$ cat config.mk
export PLATFORM = sky130hd
export DESIGN_NAME = approx_ctrl
export DESIGN_NICKNAME = d
export VERILOG_FILES = /design/src/rtl/approx_ctrl.sv
export SDC_FILE = /design/constraint.sdc
export NUM_CORES = 1
export LEC_CHECK = 0
export BUFFER_PORTS_ARGS = -buffer_cell sky130_fd_sc_hd__buf_4
export CAP_MARGIN = 25
export CORE_MARGIN = 3
export CORE_UTILIZATION = 54
export CTS_CLUSTER_SIZE = 30
export DETAILED_ROUTE_END_ITERATION = 10
export PLACE_DENSITY = 0.85
export REMOVE_ABC_BUFFERS = 1
export SLEW_MARGIN = 40
export SYNTH_ARGS = -nofsm -noshare
export SYNTH_HDL_FRONTEND = slang
export SYNTH_SLANG_ARGS = --single-unit
$ cat constraint.sdc
create_clock -name clk -period 3.1 [get_ports clk]
set_input_delay 0.155 -clock clk [delete_from_list [all_inputs] [get_ports clk]]
set_output_delay 0.155 -clock clk [all_outputs]
set_load 0.03 [all_outputs]
$ cat src/rtl/approx_ctrl.sv
// Horner-scheme sequencer driving the shared ALU to evaluate a Q4.12 polynomial in t = x - 1.
// Optional APPROX_SAT_EN: saturating intermediate results with sticky ovf_o (wrap and ovf_o = 0 otherwise).
module approx_ctrl #(
   parameter int unsigned DEGREE = 3,
   parameter int unsigned ADDR_W = 4
) (
   input  logic              clk,
   input  logic              rst,
   input  logic              start_i,
   input  logic [15:0]       x_i,
   output logic [ADDR_W-1:0] coef_addr_o,
   input  logic [15:0]       coef_i,
   input  logic              coef_sign_i,
   output logic [15:0]       alu_op_a_o,
   output logic [15:0]       alu_op_b_o,
   output logic              alu_sigma_n_o,
   output logic [2:0]        alu_mode_o,
   input  logic [31:0]       alu_res_i,
   output logic              busy_o,
   output logic              done_o,
   output logic [15:0]       result_o,
   output logic              ovf_o
);

`ifdef APPROX_SAT_EN
   localparam bit SAT_EN = 1'b1;
`else
   localparam bit SAT_EN = 1'b0;
`endif

   localparam logic [2:0] MODE_SUB_ONE  = 3'd1;
   localparam logic [2:0] MODE_ADD_SUB  = 3'd2;
   localparam logic [2:0] MODE_MULTIPLY = 3'd3;
   localparam logic [2:0] MODE_IDLE     = 3'd4;

   localparam bit                HAS_TERMS = (DEGREE > 0);
   localparam logic [ADDR_W-1:0] LAST_ADDR = ADDR_W'(DEGREE);
   localparam logic [ADDR_W-1:0] IDX_INIT  = HAS_TERMS ? ADDR_W'(DEGREE - 1) : '0;

   typedef enum logic [2:0] {
      S_IDLE  = 3'd0,
      S_TCALC = 3'd1,
      S_LOAD  = 3'd2,
      S_MUL   = 3'd3,
      S_ADD   = 3'd4,
      S_DONE  = 3'd5
   } state_e;

   state_e state_q, state_d;

   logic [15:0]       x_q, x_d;
   logic [15:0]       t_q, t_d;
   logic [15:0]       acc_q, acc_d;
   logic [ADDR_W-1:0] idx_q, idx_d;
   logic [ADDR_W-1:0] addr_q, addr_d;
   logic              busy_q, busy_d;
   logic              done_q, done_d;
   logic [15:0]       result_q, result_d;
   logic              ovf_q, ovf_d;

   // Returns {clamped, value}; clamping only happens when saturation is enabled.
   function automatic logic [16:0] sat16(input logic signed [31:0] v);
      if (SAT_EN && (v > 32'sd32767))
         return {1'b1, 16'h7FFF};
      else if (SAT_EN && (v < -32'sd32768))
         return {1'b1, 16'h8000};
      else
         return {1'b0, v[15:0]};
   endfunction

   logic signed [31:0] res_s;
   logic [16:0]        sat_add;
   logic [16:0]        sat_mul;

   assign res_s   = $signed(alu_res_i);
   assign sat_add = sat16(res_s);
   assign sat_mul = sat16(res_s >>> 12);

   always_ff @(posedge clk or posedge rst) begin
      if (rst) state_q <= S_IDLE;
      else     state_q <= state_d;
   end

   always_comb begin
      state_d = state_q;
      case (state_q)
         S_IDLE:  if (start_i) state_d = S_TCALC;
         S_TCALC: state_d = S_LOAD;
         S_LOAD:  state_d = HAS_TERMS ? S_MUL : S_DONE;
         S_MUL:   state_d = S_ADD;
         S_ADD:   state_d = (idx_q == '0) ? S_DONE : S_MUL;
         S_DONE:  state_d = S_IDLE;
         default: state_d = S_IDLE;
      endcase
   end

   // ALU command is purely a function of the current state and datapath registers.
   always_comb begin
      alu_mode_o    = MODE_IDLE;
      alu_op_a_o    = 16'h0000;
      alu_op_b_o    = 16'h0000;
      alu_sigma_n_o = 1'b0;
      case (state_q)
         S_TCALC: begin
            alu_mode_o = MODE_SUB_ONE;
            alu_op_a_o = x_q;
         end
         S_LOAD: begin
            alu_mode_o    = MODE_ADD_SUB;
            alu_op_b_o    = coef_i;
            alu_sigma_n_o = coef_sign_i;
         end
         S_MUL: begin
            alu_mode_o = MODE_MULTIPLY;
            alu_op_a_o = acc_q;
            alu_op_b_o = t_q;
         end
         S_ADD: begin
            alu_mode_o    = MODE_ADD_SUB;
            alu_op_a_o    = acc_q;
            alu_op_b_o    = coef_i;
            alu_sigma_n_o = coef_sign_i;
         end
         default: ;
      endcase
   end

   always_comb begin
      x_d      = x_q;
      t_d      = t_q;
      acc_d    = acc_q;
      idx_d    = idx_q;
      addr_d   = addr_q;
      busy_d   = busy_q;
      done_d   = 1'b0;
      result_d = result_q;
      ovf_d    = ovf_q;
      case (state_q)
         S_IDLE: begin
            if (start_i) begin
               x_d    = x_i;
               addr_d = LAST_ADDR;
               busy_d = 1'b1;
               ovf_d  = 1'b0;
            end
         end
         S_TCALC: t_d = alu_res_i[15:0];
         S_LOAD: begin
            acc_d  = sat_add[15:0];
            ovf_d  = ovf_q | sat_add[16];
            addr_d = addr_q - ADDR_W'(1);
            idx_d  = IDX_INIT;
         end
         S_MUL: begin
            acc_d = sat_mul[15:0];
            ovf_d = ovf_q | sat_mul[16];
         end
         S_ADD: begin
            acc_d = sat_add[15:0];
            ovf_d = ovf_q | sat_add[16];
            if (idx_q != '0) begin
               idx_d  = idx_q - ADDR_W'(1);
               addr_d = addr_q - ADDR_W'(1);
            end
         end
         S_DONE: busy_d = 1'b0;
         default: ;
      endcase
      // Result is captured on the edge that enters DONE (from LOAD or the final ADD).
      if ((state_d == S_DONE) && (state_q != S_DONE)) begin
         result_d = sat_add[15:0];
         done_d   = 1'b1;
      end
   end

   always_ff @(posedge clk or posedge rst) begin
      if (rst) begin
         x_q      <= '0;
         t_q      <= '0;
         acc_q    <= '0;
         idx_q    <= '0;
         addr_q   <= '0;
         busy_q   <= 1'b0;
         done_q   <= 1'b0;
         result_q <= '0;
         ovf_q    <= 1'b0;
      end else begin
         x_q      <= x_d;
         t_q      <= t_d;
         acc_q    <= acc_d;
         idx_q    <= idx_d;
         addr_q   <= addr_d;
         busy_q   <= busy_d;
         done_q   <= done_d;
         result_q <= result_d;
         ovf_q    <= ovf_d;
      end
   end

   assign coef_addr_o = addr_q;
   assign busy_o      = busy_q;
   assign done_o      = done_q;
   assign result_o    = result_q;
   assign ovf_o       = ovf_q;

endmodule

==> impl_metrics.env <==
export IMPL_cts_made_buffers=9
export IMPL_rsz0062_at_grt="false"
export IMPL_die_h_um=88.58
export IMPL_clk_pin_slew_ns=0.08
export IMPL_cts_sinks=77
export IMPL_ant_nets=0
export IMPL_cp_data_arrival_time_ns=2.38
export IMPL_ir_worst_vdd_v=0.0007131
export IMPL_seqPwrFrac_pct=31.0
export IMPL_syn_to_final_growth_pct=32.25
export IMPL_antenna_cells=0
export IMPL_power_density_nw_per_um2=1215
export IMPL_drv_slew=0
export IMPL_muxShareOfSynthArea_pct=19.84
export IMPL_r2r_cells=5
export IMPL_critical_path_startpoint_type="flop"
export IMPL_p_clk_share_pct=14.4
export IMPL_drc=0
export IMPL_whs_ns=0.04123
export IMPL_syn_area_um2=3682
export IMPL_grtUsageTotal_pct=25.30
export IMPL_p_sw_mw=2.533
export IMPL_p_int_mw=3.384
export IMPL_avgSynthCellArea_um2=12.40
export IMPL_min_path_cells=2
export IMPL_gp_congestion=0.7871
export IMPL_synth_largest_area_cell="dfrtp_1"
export IMPL_synth_compound_area_share_pct=14.64
export IMPL_routed_via_density=5.622
export IMPL_grt_max_degree=42
export IMPL_seq_area_um2=1927
export IMPL_cts_root_buffer="clkbuf_8"
export IMPL_max_freq_mhz=394.8
export IMPL_drt_iter0_markers=70
export IMPL_yosysSeqAreaShare_pct=52.33
export IMPL_drive_gt1_share_pct=48.81
export IMPL_crit_type="flop to output pin"
export IMPL_start_util_pct=56.69
export IMPL_htreeDepth=3
export IMPL_placed_cells=480
export IMPL_synthAdderAreaFrac_pct=0.6796
export IMPL_totalWireLength_um=9328
export IMPL_rows=29
export IMPL_critPathMaxStageDelay_ns=0.68
export IMPL_syn_inst=297
export IMPL_dp_hpwl_um=6705
export IMPL_clock_skew_ns=0.007346
export IMPL_wl_per_cell_um=18.77
export IMPL_cp_end_kind="output pin"
export IMPL_dr_pass1_iters=4
export IMPL_die_area_um2=7846
export IMPL_switching_share_pct=42.81
export IMPL_setup_violations=0
export IMPL_worst_path_max_delay_cell="dfrtp_1"
export IMPL_synthSimpleGateAreaFrac_pct=7.238
export IMPL_grt_pass1_vias=3016
export IMPL_status="complete, no violations"
export IMPL_synth_seq_cells=77
export IMPL_p_comb_share_pct=54.5
export IMPL_fin_crit_ns=2.533
export IMPL_crit_required_ns=2.94
export IMPL_clock_latency_ns=0.34
export IMPL_worstPathCellList="and2b_1 -> and2_1 -> a22o_1 -> buf_4"
export IMPL_multi_input_area_um2=1598
export IMPL_core_um2=6495
export IMPL_vias=2794
export IMPL_fin_nets=485
export IMPL_hold_class="input pin to flop"
export IMPL_max_cap_violations=0
export IMPL_r2r_start="state_q[2]"
export IMPL_cts_tree="built"
export IMPL_yosysWarnings=0
export IMPL_leakage_nw=2.374
export IMPL_r2r_slack_ns=0.80
export IMPL_synth_distinct_cells=43
export IMPL_min_delay_start="x_i[14]"
export IMPL_grt_pass1_wl_um=14880
export IMPL_tns_ns=0
export IMPL_max_slew_worst_pin_slew_ns=0.8287
export IMPL_final_cells=497
export IMPL_hold_viol=0
export IMPL_synth_top_family_by_area="multiplexers"
export IMPL_min_period_over_period_pct=81.70
export IMPL_overflow=0
export IMPL_path_max_fanout=16
export IMPL_cts_setup_buffers=0
export IMPL_ioPinCount=127
export IMPL_io_buffers=121
export IMPL_antenna_found_initial=0
export IMPL_holdPathEnd="x_q[14]"
export IMPL_yosys_area_top_type_share_pct=52.33
export IMPL_synth_area_leaders="dfrtp_1 52%, mux2_2 12%, a22o_1 7.6%"
export IMPL_r2r_end="t_q[15]"
export IMPL_synthXorXnorAreaFrac_pct=0.2379
export IMPL_clock_path_buffers=2
export IMPL_die_w_um=88.58
export IMPL_maxSlewHeadroom_pct=44.75
export IMPL_fillCellCount=467
## metal layers
layer  vias up  global-route usage [%]  wire length (um)
li1       1302                       -                 -
met5         -                       0                 0
met1      1395                   29.90              3760
met3         8                   7.449               543
met4         0                   6.868                80
met2        89                   44.94              4943
## synthesized netlist by cell type, drive strengths merged
library cell  instances
or3b                  1
and2                  2
buf                  19
nand2b                3
a31oi                 2
a21oi                 8
a21o                  2
mux2                 48
clkbuf                3
a31o                  1
and2b                 1
o22a                  1
inv                  10
nor2                  7
nand3                 2
and3                  2
nor3                  3
a22o                 32
conb                  1
o21ai                22
nor4b                 1
and4b                 1
mux2i                16
dfrtp                77
a211o                 1
a32oi                 2
nor3b                 2
ha                    2
o21a                  1
xnor2                 1
o22ai                 1
nand2                21
a211oi                1
## repair_timing
item	in CTS	in global routing
hold buffers	1	0
gates resized for setup	0	0
hold endpoints to repair	39	0
## worst max-delay path by stage
stage	start	endpoint	slack, ns
after floorplan	state_q[1]	alu_op_b_o[0]	0.59
after global placement	state_q[2]	t_q[12]	0.81
after detailed placement	state_q[2]	t_q[2]	0.81
after CTS	state_q[0]	alu_op_b_o[6]	0.57
after global routing	state_q[1]	alu_op_b_o[6]	0.44
final	state_q[0]	alu_op_b_o[15]	0.57
## layout by cell type, fill, tap and decap left out, types with 6 or more instances in the layout
master	n
buf_4	127
dfrtp_1	77
mux2_2	40
a22o_1	32
nand2_1	20
o21ai_0	19
mux2i_1	16
clkbuf_8	11
inv_1	8
mux2_4	8
nor2_1	7
a21oi_1	6
## power groups by stage
stage,registers (mW),clock network [mW],logic (mW)
after detailed placement,1.85,0,3.25
after global routing,1.90,0.913,3.44
after CTS,1.83,0.870,3.26
final,1.83,0.855,3.23
after floorplan,2.00,0,1.90
after global placement,1.81,0,3.14
## area by class of cell
type                            count  area share (%)
Sequential cell                    77           39.57
Multi-Input combinational cell    188           32.81
Timing Repair Buffer              129           20.20
Clock buffer                       12           3.186
Tap cell                           77           1.978
Clock inverter                      4           1.439
Inverter                           10          0.8222
## flip-flops by register name (all words and copies together) (netlist names)
name	flops
t_q	16
state_q	3
done_o	1
busy_o	1
coef_addr_o	4
x_q	16
idx_q	4
result_o	16
acc_q	16
## worst max-delay path: cells and delay by family, from the launching register on
family / cells / cell delay, ns
buf+inv: 1 / 0.17
flops: 1 / 0.68
simple gates: 2 / 0.92
compound gates: 1 / 0.25
## cell families after synthesis
kind of cell	Yosys count
simple gates	46
other cells	1
fa+ha+maj	2
mux	64
xor+xnor	1
flops	77
compound gates	74
buf+inv	32
## through the flow
stage / instance area, um2 / util, % / power [mW] / worst slack, ns
6_report: 4870 / 74.98 / 5.917 / 0.5674
5_1_grt: 4870 / 74.98 / 6.253 / 0.4357
4_1_cts: 4868 / 74.96 / 5.965 / 0.5670
3_5_place_dp: 4633 / 71.34 / 5.093 / 0.8116
3_3_place_gp: 4633 / 71.34 / 4.956 / 0.8100
2_1_floorplan: 3538 / - / 3.896 / 0.5877
(Power assumes the default switching activity.)
